==> src/rtl/dmem_arbiter.sv <==
// Data-memory arbiter: core load/store stage vs external requester, with read-return tagging.
// Optional DMEM_ARB_PERF_EN adds saturating conflict/stall counters.
module dmem_arbiter #(
  parameter int DATA_W    = 32,
  parameter int ADDR_W    = 9,
  parameter int MAX_BURST = 4
) (
  input  logic              clk,
  input  logic              reset,
  input  logic              core_req,
  input  logic              core_we,
  input  logic [ADDR_W-1:0] core_addr,
  input  logic [DATA_W-1:0] core_wdata,
  output logic              core_stall,
  output logic              core_rvalid,
  output logic [DATA_W-1:0] core_rdata,
  input  logic              ext_req,
  input  logic              ext_we,
  input  logic [ADDR_W-1:0] ext_addr,
  input  logic [DATA_W-1:0] ext_wdata,
  output logic              ext_gnt,
  output logic              ext_rvalid,
  output logic [DATA_W-1:0] ext_rdata,
  output logic              wr,
  output logic              rd,
  output logic [ADDR_W-1:0] addr,
  output logic [DATA_W-1:0] wr_data,
  input  logic [DATA_W-1:0] rd_data
`ifdef DMEM_ARB_PERF_EN
  ,
  output logic [15:0]       conflict_cnt,
  output logic [15:0]       stall_cnt
`endif
);

  localparam int BW = $clog2(MAX_BURST + 1);
  localparam logic [BW-1:0] MAX_B = BW'(MAX_BURST);
  localparam logic [BW-1:0] ONE_B = BW'(1);

  localparam logic [1:0] ST_IDLE = 2'd0;
  localparam logic [1:0] ST_CORE = 2'd1;
  localparam logic [1:0] ST_EXT  = 2'd2;

  localparam logic [1:0] OWN_NONE = 2'd0;
  localparam logic [1:0] OWN_CORE = 2'd1;
  localparam logic [1:0] OWN_EXT  = 2'd2;

  logic [1:0]    state, state_nxt;
  logic [BW-1:0] burst_cnt, burst_nxt;
  logic [1:0]    rd_owner, rd_owner_nxt;
  logic          gnt_core, gnt_ext;

  always_comb begin
    gnt_core = 1'b0;
    gnt_ext  = 1'b0;
    case ({core_req, ext_req})
      2'b10: gnt_core = 1'b1;
      2'b01: gnt_ext  = 1'b1;
      2'b11: begin
        case (state)
          ST_CORE: gnt_ext = 1'b1;
          ST_EXT: begin
            if (burst_cnt < MAX_B) gnt_ext  = 1'b1;
            else                   gnt_core = 1'b1;
          end
          default: gnt_core = 1'b1;
        endcase
      end
      default: ;
    endcase
  end

  always_comb begin
    state_nxt = gnt_core ? ST_CORE : (gnt_ext ? ST_EXT : ST_IDLE);
    burst_nxt = '0;
    if (gnt_ext) begin
      if (state != ST_EXT)       burst_nxt = ONE_B;
      else if (burst_cnt == MAX_B) burst_nxt = burst_cnt;
      else                       burst_nxt = burst_cnt + ONE_B;
    end
    rd_owner_nxt = OWN_NONE;
    if (gnt_core && !core_we)    rd_owner_nxt = OWN_CORE;
    else if (gnt_ext && !ext_we) rd_owner_nxt = OWN_EXT;
  end

  always_comb begin
    wr      = (gnt_core & core_we) | (gnt_ext & ext_we);
    rd      = (gnt_core & ~core_we) | (gnt_ext & ~ext_we);
    addr    = '0;
    wr_data = '0;
    if (gnt_core) begin
      addr    = core_addr;
      wr_data = core_wdata;
    end else if (gnt_ext) begin
      addr    = ext_addr;
      wr_data = ext_wdata;
    end
  end

  assign ext_gnt     = gnt_ext;
  assign core_stall  = core_req & ~gnt_core;
  // Read data is steered by the tag captured when the read was issued.
  assign core_rvalid = (rd_owner == OWN_CORE);
  assign ext_rvalid  = (rd_owner == OWN_EXT);
  assign core_rdata  = core_rvalid ? rd_data : '0;
  assign ext_rdata   = ext_rvalid ? rd_data : '0;

  always_ff @(posedge clk or negedge reset) begin
    if (!reset) begin
      state     <= ST_IDLE;
      burst_cnt <= '0;
      rd_owner  <= OWN_NONE;
    end else begin
      state     <= state_nxt;
      burst_cnt <= burst_nxt;
      rd_owner  <= rd_owner_nxt;
    end
  end

`ifdef DMEM_ARB_PERF_EN
  always_ff @(posedge clk or negedge reset) begin
    if (!reset) begin
      conflict_cnt <= '0;
      stall_cnt    <= '0;
    end else begin
      if (core_req && ext_req && conflict_cnt != '1) conflict_cnt <= conflict_cnt + 16'd1;
      if (core_stall && stall_cnt != '1)             stall_cnt    <= stall_cnt + 16'd1;
    end
  end
`endif

endmodule

==> config.mk <==
export PLATFORM = sky130hd
export DESIGN_NAME = dmem_arbiter
export DESIGN_NICKNAME = d
export VERILOG_FILES = /design/src/rtl/dmem_arbiter.sv
export SDC_FILE = /design/constraint.sdc
export NUM_CORES = 1
export LEC_CHECK = 0
export BUFFER_PORTS_ARGS = -buffer_cell sky130_fd_sc_hd__buf_2
export CAP_MARGIN = 0
export CORE_AREA = 5 5 86 88
export CTS_CLUSTER_DIAMETER = 100
export DETAILED_ROUTE_END_ITERATION = 8
export DIE_AREA = 0 0 91 93
export PLACE_DENSITY = 0.77
export SYNTH_ARGS = -nofsm -noshare
export SYNTH_HDL_FRONTEND = slang
export SYNTH_SLANG_ARGS = --single-unit
==> constraint.sdc <==
create_clock -name clk -period 4 [get_ports clk]
set_input_delay 0.6 -clock clk [delete_from_list [all_inputs] [get_ports clk]]
set_output_delay 0.6 -clock clk [all_outputs]
set_load 0.05 [all_outputs]
==> results by group, run 1 <==
Global routing
  – Tot GR Track Use: 18.7%
  – Grt ovf: 0
  – Gr busiest metal: met2
  – Vias in the first global route: between 2,000 and 3,000
  – Grt met2 use: a little under two fifths
  – Largest net degree at the start of global routing: 48
  – M1 GR Usage: between 10% and 20%
  – GR Util met3: under 10%
  – Initial antenna violation count: 0
  – First-pass GRT wire length: 13,500 um

Floorplanning
  – Chip Width: 91 um
  – Full die area: between 8000 and 9000 um^2
  – Site Rows: 30
  – I/O Pins: 231
  – Core area: approximately 6600 um^2
  – Die Y: between 90 and 100 um
  – Initial Util: 32.5%

Timing
  – Post-route setup TNS: 0 ns
  – Max Clock Skew: roughly 0.0052 ns
  – Min Tclk post-route: 3.20 ns
  – Period utilization: between 70% and 80%
  – Final setup violation count: 0
  – Final slew viol count: 0
  – Max_slew headroom: approximately 46%
  – RSZ-0062 raised after global routing: no
  – Hold Vio Cnt, Final: 0
  – Achievable Freq: 313 MHz
  – Worst Max-Slew Pin Slew: around 0.81 ns

Power
  – Maximum VDD drop: between 0.1 and 0.15 mV
  – P_leak: 1.91 nW
  – Combinational share of power: about four fifths
  – Psw: about 0.53 mW
  – Flop pwr share: about a tenth
  – Sw Ratio: about three fifths
  – Pint: roughly 0.33 mW
  – Pwr/cell area: 257 nW/um^2
  – Clock power share: 11.7%

Worst setup path
  – Crit-path cells: inv_1, ha_1, nor2b_4, o21a_2, buf_4, o211ai_1, buf_2
  – Crit path DAT: roughly 2.6 ns
  – Critical-path top delay cell: o21a_2
  – Setup crit start kind: flip-flop
  – CP delay by family, top: compound AO/OA/AOI/OAI gates
  – Critical path type: flip-flop to output pin
  – Required time worst endpoint: 3.40 ns
  – CP Max Fanout: 28
  – Worst path bufs/invs: 3
  – CP endpoint kind: output pin
  – Slowest stage delay, CP: approximately 0.7 ns
  – R2R Setup Slk: ~2 ns

Clock tree
  – Clk_lat worst skew: between 0.2 and 0.25 ns
  – H-tree depth: 1
  – Clock Path Buffers: 2
  – Clock transition at the registers of the reported paths: approximately 0.04 ns
  – Num CTS Buffers: 3
  – # clock sinks: 7
  – Post-CTS sizing: 0
  – Root buf cell: clkbuf_8
  – Hold_buf cts: 0
  – CTS tree: done
  – Post-CTS Repair Setup Buffers: 0

Synth
  – Yosys top cell area share: 22.3%
  – Yosys cell types: 28
  – Mean post-synth cell area: ~6.9 um^2
  – Mapped Cells: roughly 310
  – Seq cells post-synth: 7
  – Cell accounting for the most synthesized area: o211ai_2
  – Post-synthesis sequential area ratio: 8.21%
  – Post-Synthesis Cell Area: roughly 2100 um^2
  – Synth top area cells: o211ai_2, and2_1, o211ai_1
  – Syn Nets: between 400 and 500
  – YS warnings: 0

Finish
  – Final Non-Filler Cells: around 600
  – Area grow syn2layout: 55.8%
  – Diode count: 0
  – Register area: ~180 um^2
  – Fraction of layout cells with a size suffix above 1: between 50 and 60%
  – Commonest cells after routing, fill and taps aside: buf_2, nand2_1, and2_1, o211ai_1, o211ai_2
  – Nets: 641
  – Fill cells: ~660
  – Multi-input logic area: roughly 1800 um^2
  – Commonest non-fill, non-tap cell in the layout: buf_2

Placement
  – Placed Cells incl. Taps: about 590
  – Post-DP HPWL: slightly above 7000 um
  – I/O Buffers: 230
  – Routability Congestion: about 0.84

Status
  – Status: finished, final reports clean

Routing
  – Number of DRC markers in iteration 0: just under 90
  – DR pass1 iterations: 6
  – WL/cell: about 15 um
  – Final ANT Viol Nets: 0
  – DRT Wirelength: approximately 8900 um
  – Via count: just over 3,000
  – Residual DRC: 0
  – Via/cell ratio: just over 5

Job
  – Max Cap Viol: 0

Hold path
  – Hold Crit Class: primary input to async pin
-- area by class of cell --
| type | count | share of cell area [%] |
|---|---|---|
| Clock buffer | 3 | 1.24 |
| Clock inverter | 1 | 0.151 |
| Inverter | 6 | 0.677 |
| Multi-Input combinational cell | 262 | 53.4 |
| Sequential cell | 7 | 5.27 |
| Tap cell | 80 | 3.01 |
| Timing Repair Buffer | 237 | 36.2 |
-- worst register-to-register path, delay by kind of cell (launching register included) --
kind | cells | cell delay, ns
flip-flops | 1 | 0.38
AND/OR/NAND/NOR | 1 | 0.19
adder cells (fa/ha/maj) | 1 | 0.28
AO/OA/AOI/OAI | 2 | 0.53
buffers and inverters | 2 | 0.47
-- power groups by stage --
stage                     Clock [mW]  Combinational [mW]  Sequential (mW)
after global routing           0.105               0.715           0.0802
after CTS                      0.101               0.679           0.0794
final                          0.100               0.675           0.0794
after global placement             0               0.669           0.0798
after floorplan                    0               0.505           0.0793
after detailed placement           0               0.677           0.0803
-- synth_stat cells --
| cell type | number |
|---|---|
| a21oi_1 | 1 |
| clkbuf_1 | 27 |
| o21ai_1 | 1 |
| o211ai_2 | 38 |
| buf_2 | 3 |
| o21bai_1 | 1 |
| o21a_1 | 2 |
| a21boi_0 | 1 |
| buf_4 | 1 |
| mux2i_1 | 1 |
| dfrtp_1 | 7 |
| nand3b_1 | 1 |
| xnor2_1 | 1 |
| nor2_1 | 2 |
| nor3_1 | 3 |
| o32ai_1 | 1 |
| a32o_1 | 1 |
| inv_1 | 6 |
| nor3_2 | 1 |
| nand2_1 | 84 |
| nor2b_1 | 7 |
| buf_6 | 5 |
| nor4_1 | 1 |
| nand2b_1 | 1 |
| o211ai_1 | 44 |
| ha_1 | 4 |
| o21ai_0 | 2 |
| and2_1 | 64 |
-- path summary, 6_finish.rpt --
path                              startpoint           end  cells after the start
worst max register to register      state[0]      state[1]                      6
worst max-delay path                state[0]       addr[3]                      7
worst min register to register  burst_cnt[0]  burst_cnt[0]                      2
max in group asynchronous              reset  burst_cnt[1]                      1
worst min-delay path                   reset      state[1]                      1
min in group clk                      ext_we   rd_owner[1]                      2
-- layer usage --
metal,vias up,part of all wire (%)
met3,11,9.7
met5,-,0
met1,1397,34
met4,0,1.1
li1,1497,-
met2,158,55
-- stage by stage --
stage          setup slack [ns]  total power [mW]  util (%)  hold slack [ns]  cell area [um^2]
4_1_cts                   0.762             0.859      50.6            0.204              3320
3_3_place_gp               1.10             0.749      49.9            0.440              3280
5_1_grt                   0.597             0.900      50.6            0.209              3320
6_report                  0.801             0.854      50.6            0.204              3320
2_1_floorplan              1.01             0.584         -            0.304              2130
3_5_place_dp               1.04             0.758      49.9            0.448              3280
-- registers in the layout, indices dropped and copies added, names as in the netlist --
register and flops:
state 2, rd_owner 2, burst_cnt 3
-- kinds of logic (layout without fill, tap and decap cells) --
kind of cell | after synthesis | count (layout) | share of synthesized area [%]
AO/OA/AOI/OAI | 92 | 92 | 41.0
XOR/XNOR | 1 | 1 | 0.411
adder cells (fa/ha/maj) | 4 | 4 | 2.35
buffers and inverters | 42 | 247 | 9.50
flip-flops | 7 | 7 | 8.21
multiplexers | 1 | 1 | 0.469
AND/OR/NAND/NOR | 164 | 164 | 38.1
Power figures use the tool's default switching activity.
==> inputs of run 2 (changes only) <==
- CORE_AREA: 5 5 86 88 -> unset
- CORE_MARGIN: unset -> 5
- CORE_UTILIZATION: unset -> 32
- DIE_AREA: 0 0 91 93 -> unset
- PLACE_DENSITY: 0.77 -> 0.78
- clock period: 4 -> 2.8 ns (I/O delays scaled with it)
==> results by group, run 2 (same netlist as run 1, synthesis figures left out) <==
Floorplanning
  – Core area: 6420 um^2
  – Die Y: just over 90 um
  – Initial Util: 33.2%
  – Chip Width: ~92 um
  – I/O Pins: 231
  – Site Rows: 29
  – Full die area: 8400 um^2

Finish
  – Final Cell Area: 3390 um^2
  – Commonest cells after routing, fill and taps aside: buf_2, nand2_1, and2_1, o211ai_1, o211ai_2
  – Regs by FF count: burst_cnt: 3 flops, rd_owner: 2 flops, state: 2 flops
  – Multi-input logic area: around 1800 um^2
  – Largest register FFs: 3
  – Final Non-Filler Cells: approximately 600
  – Largest register by flop count: burst_cnt
  – Nets: ~650
  – Register area: 175 um^2
  – Fraction of layout cells with a size suffix above 1: a little under three fifths
  – Fill cells: approximately 640
  – Commonest non-fill, non-tap cell in the layout: buf_2
  – Area grow syn2layout: 58.8%

Routing
  – Number of DRC markers in iteration 0: roughly 110
  – Final ANT Viol Nets: 0
  – Residual DRC: 0
  – DRT Wirelength: 9220 um
  – Via/cell ratio: about 5.3
  – WL/cell: 15.3 um
  – DR pass1 iterations: 6
  – Via count: ~3,200

Clock tree
  – H-tree depth: 1
  – CTS tree: done
  – Root buf cell: clkbuf_8
  – Num CTS Buffers: 3
  – Hold_buf cts: 0
  – Clock transition at the registers of the reported paths: around 0.05 ns
  – Post-CTS sizing: 0
  – Clk_lat worst skew: roughly 0.23 ns
  – Clock Path Buffers: 2
  – # clock sinks: 7
  – Post-CTS Repair Setup Buffers: 0

Worst setup path
  – R2R Setup Slk: 1.24 ns
  – Critical-path top delay cell: dfrtp_1
  – CP Max Fanout: 29
  – Required time worst endpoint: 2.38 ns
  – RR Startpoint: state[0]
  – Critical path origin: state[0]
  – Setup crit start kind: flip-flop
  – Slowest stage delay, CP: about 0.38 ns
  – Crit Reg-Reg Endpoint: rd_owner[1]
  – CP endpoint kind: output pin
  – R2r worst-path depth: 6
  – Critical path type: flip-flop to output pin
  – Crit path DAT: between 2 and 2.5 ns
  – Crit-path cells: inv_1, ha_1, nor2b_4, buf_4, o211ai_1, o211ai_2, buf_2

Global routing
  – First-pass GRT wire length: around 14,000 um
  – Grt ovf: 0
  – GR Util met3: approximately 4.4%
  – Initial antenna violation count: 4
  – Largest net degree at the start of global routing: between 40 and 50
  – Grt met2 use: approximately two fifths
  – Vias in the first global route: around 3,000
  – Tot GR Track Use: roughly 20%
  – M1 GR Usage: 19.7%
  – Gr busiest metal: met2

Placement
  – Dpl cell area: about 3300 um^2
  – Pre-CTS setup slack: between 0.5 and 0.6 ns
  – Post-DP HPWL: between 7000 and 8000 um
  – Routability Congestion: 0.851
  – I/O Buffers: 230
  – Placed Cells incl. Taps: around 600

Timing
  – Final slew viol count: 0
  – Setup WS post-layout: roughly 0.32 ns
  – Hold Vio Cnt, Final: 0
  – Final setup violation count: 0
  – Max Clock Skew: roughly 0.0054 ns
  – Worst Max-Slew Pin Slew: between 0.4 and 0.5 ns
  – Post-route setup TNS: 0 ns
  – Period utilization: about nine tenths
  – Max_slew headroom: 70.3%
  – Achievable Freq: about 400 MHz
  – Hold WS: 0.0180 ns
  – RSZ-0062 raised after global routing: no
  – Min Tclk post-route: between 2 and 2.5 ns

Hold path
  – Hold Crit Class: primary input to async pin

Power
  – Pwr/cell area: about 370 nW/um^2
  – Combinational share of power: about 80%
  – Psw: between 0.7 and 0.8 mW
  – Pint: about 0.48 mW
  – P_leak: ~1.9 nW
  – Flop pwr share: a little under a tenth
  – Clock power share: between 10% and 20%
  – Maximum VDD drop: about 0.18 mV
  – Sw Ratio: 61.5%

Status
  – Status: finished, final reports clean

Job
  – Max Cap Viol: 0
-- run 2: worst max-delay path: cells and delay by family, from the launching register on --
family                   cells  cell delay [ns]
AND/OR/NAND/NOR              1             0.24
buffers and inverters        3             0.67
adder cells (fa/ha/maj)      1             0.26
AO/OA/AOI/OAI                2             0.25
flip-flops                   1             0.38
-- run 2: power by group through the flow --
stage               Clock, mW  Combinational, mW  Sequential, mW
finish                  0.148              0.983           0.113
global route            0.158               1.04           0.114
CTS                     0.150              0.988           0.113
detailed placement          0              0.987           0.115
global placement            0              0.974           0.114
floorplan                   0              0.723           0.113
-- run 2: per-layer routing --
metal,vias up,routed length (um)
met1,1449,3090
met2,187,5080
met3,18,820
met4,0,225
met5,-,0
li1,1515,-
-- run 2: area by class of cell --
type | count | share of cell area, %
inverter | 6 | 0.665
multi-input combinational | 262 | 52.7
clock inverter | 1 | 0.148
sequential | 7 | 5.17
tap | 77 | 2.84
clock buffer | 3 | 1.22
antenna | 4 | 0.295
timing repair buffer | 242 | 37.0
-- run 2: how the worst max path moves through the flow --
| stage | end | slack, ns |
|---|---|---|
| floorplan | addr[3] | 0.40 |
| global placement | wr_data[22] | 0.65 |
| detailed placement | wr_data[19] | 0.58 |
| CTS | wr_data[19] | 0.34 |
| global route | addr[3] | 0.21 |
| finish | wr_data[5] | 0.32 |
-- run 2: through the flow --
stage,util (%),power [mW]
after floorplan,-,0.836
after global placement,51.9,1.09
after detailed placement,51.9,1.10
after CTS,52.6,1.25
after global routing,52.8,1.31
final,52.8,1.24
==> inputs of run 3 (changes only) <==
- RECOVER_POWER: unset -> 50
==> results by group, run 3 (same netlist as run 1, synthesis figures left out) <==
Status
  – Status: finished, final reports clean

Clock tree
  – # clock sinks: 7
  – H-tree depth: 1
  – Hold_buf cts: 0
  – Clock transition at the registers of the reported paths: 0.05 ns
  – Clk_lat worst skew: around 0.24 ns
  – Post-CTS sizing: 0
  – Post-CTS Repair Setup Buffers: 0
  – Clock Path Buffers: 2
  – Num CTS Buffers: 3
  – Root buf cell: clkbuf_8
  – CTS tree: done

Finish
  – Commonest non-fill, non-tap cell in the layout: buf_2
  – Largest register FFs: 3
  – Commonest cells after routing, fill and taps aside: buf_2, nand2_1, and2_1, o211ai_1, o211ai_2
  – Fill cells: between 600 and 700
  – Area grow syn2layout: 58.3%
  – Fraction of layout cells with a size suffix above 1: a little over half
  – Regs by FF count: burst_cnt: 3 flops, rd_owner: 2 flops, state: 2 flops
  – Nets: 646
  – Largest register by flop count: burst_cnt

Floorplanning
  – Full die area: around 8400 um^2
  – Site Rows: 29
  – Core area: roughly 6400 um^2
  – Chip Width: ~92 um
  – Die Y: ~92 um
  – I/O Pins: 231
  – Initial Util: between 30% and 40%

Global routing
  – Vias in the first global route: 2,994
  – First-pass GRT wire length: 14,100 um
  – Grt ovf: 0
  – Tot GR Track Use: about a fifth
  – Initial antenna violation count: 4
  – Largest net degree at the start of global routing: 43

Timing
  – Max_slew headroom: between 30 and 40%
  – Post-route setup TNS: 0 ns
  – Final setup violation count: 0
  – Worst Max-Slew Pin Slew: ~0.95 ns
  – Period utilization: approximately 90%
  – Hold Vio Cnt, Final: 0
  – Max Clock Skew: ~0.0067 ns
  – RSZ-0062 raised after global routing: no
  – Min Tclk post-route: between 2 and 3 ns
  – Final slew viol count: 0
  – Achievable Freq: around 400 MHz
  – Setup WS post-layout: approximately 0.28 ns
  – Hold WS: slightly above 0.09 ns

Worst setup path
  – Critical-path top delay cell: o21ai_0
  – Worst path bufs/invs: 3
  – Critical path type: flip-flop to output pin
  – Setup crit start kind: flip-flop
  – Crit path DAT: between 2 and 2.5 ns
  – CP Max Fanout: 6
  – CP endpoint kind: output pin
  – Slowest stage delay, CP: between 0.4 and 0.5 ns
  – Required time worst endpoint: 2.38 ns
  – CP delay by family, top: compound AO/OA/AOI/OAI gates
  – CP dominant cell by count: inv_1
  – Crit-path cells: inv_1, ha_1, nor2b_4, o21ai_0, inv_1, a32o_1, buf_2

Placement
  – Pre-CTS setup slack: around 0.58 ns
  – Routability Congestion: approximately 0.85
  – Post-DP HPWL: between 7000 and 8000 um
  – I/O Buffers: between 200 and 250

Routing
  – Via/cell ratio: approximately 5.2
  – Final ANT Viol Nets: 0
  – Number of DRC markers in iteration 0: approximately 110
  – DR pass1 iterations: 6
  – WL/cell: approximately 15 um
  – DRT Wirelength: approximately 9200 um
  – Via count: between 3,000 and 4,000
  – Residual DRC: 0

Hold path
  – Hold Crit Class: primary input to async pin

Power
  – Pwr/cell area: around 370 nW/um^2
  – Maximum VDD drop: around 0.18 mV
  – Power, Total: between 1 and 1.5 mW
  – P_leak: 1.89 nW

Job
  – Max Cap Viol: 0
## run 3: cell types whose count changed in the layout (fill, tap and decap cells not counted)
cell,previous run,this run
buf_2,230,190
clkbuf_2,0,37
clkbuf_1,0,5
buf_4,11,9
o21ai_0,2,3
o21ai_1,1,0
## run 3: per-layer routing
| metal | global-route usage (%) | vias up | wire [um] |
|---|---|---|---|
| met5 | 0 | - | 0 |
| met4 | 8.42 | 0 | 200 |
| met3 | 4.42 | 20 | 769 |
| met2 | 39.6 | 177 | 5100 |
| met1 | 19.7 | 1445 | 3170 |
| li1 | - | 1513 | - |
## run 3: metrics by stage
step | cells | util [%] | area [um^2]
finish | 602 | 52.6 | 3380
global route | 602 | 52.6 | 3380
CTS | 598 | 52.6 | 3380
detailed placement | 594 | 51.9 | 3330
global placement | 594 | 51.9 | 3330
floorplan | 311 | - | 2140
## run 3: final timing paths
path	start	end	slack (ns)	depth (start not counted)
setup reg to reg	state[0]	rd_owner[1]	1.23	6
setup / recovery	state[0]	wr	0.28	7
min in group clk	ext_we	rd_owner[1]	0.38	2
max in group asynchronous	reset	burst_cnt[2]	2.41	1
hold reg to reg	burst_cnt[0]	burst_cnt[0]	0.62	2
hold / removal	reset	burst_cnt[0]	0.09	1
## run 3: cell type report
type / instances / area (um^2) / share of cell area (%)
well taps: 77 / 96.3 / 2.85
multi-input cells: 262 / 1780 / 52.8
clock inverters: 1 / 5.00 / 0.148
inverters: 6 / 22.5 / 0.667
repair buffers: 242 / 1240 / 36.8
clock buffers: 3 / 41.3 / 1.22
diodes: 4 / 10.0 / 0.296
flip-flops and latches: 7 / 175 / 5.19
## run 3: report_power, final
part / internal, mW / switching, mW / leakage (nW)
sequential: 0.108 / 0.00466 / 0.0921
combinational: 0.270 / 0.711 / 1.78
clock: 0.0971 / 0.0526 / 0.0255
total: 0.475 / 0.768 / 1.89
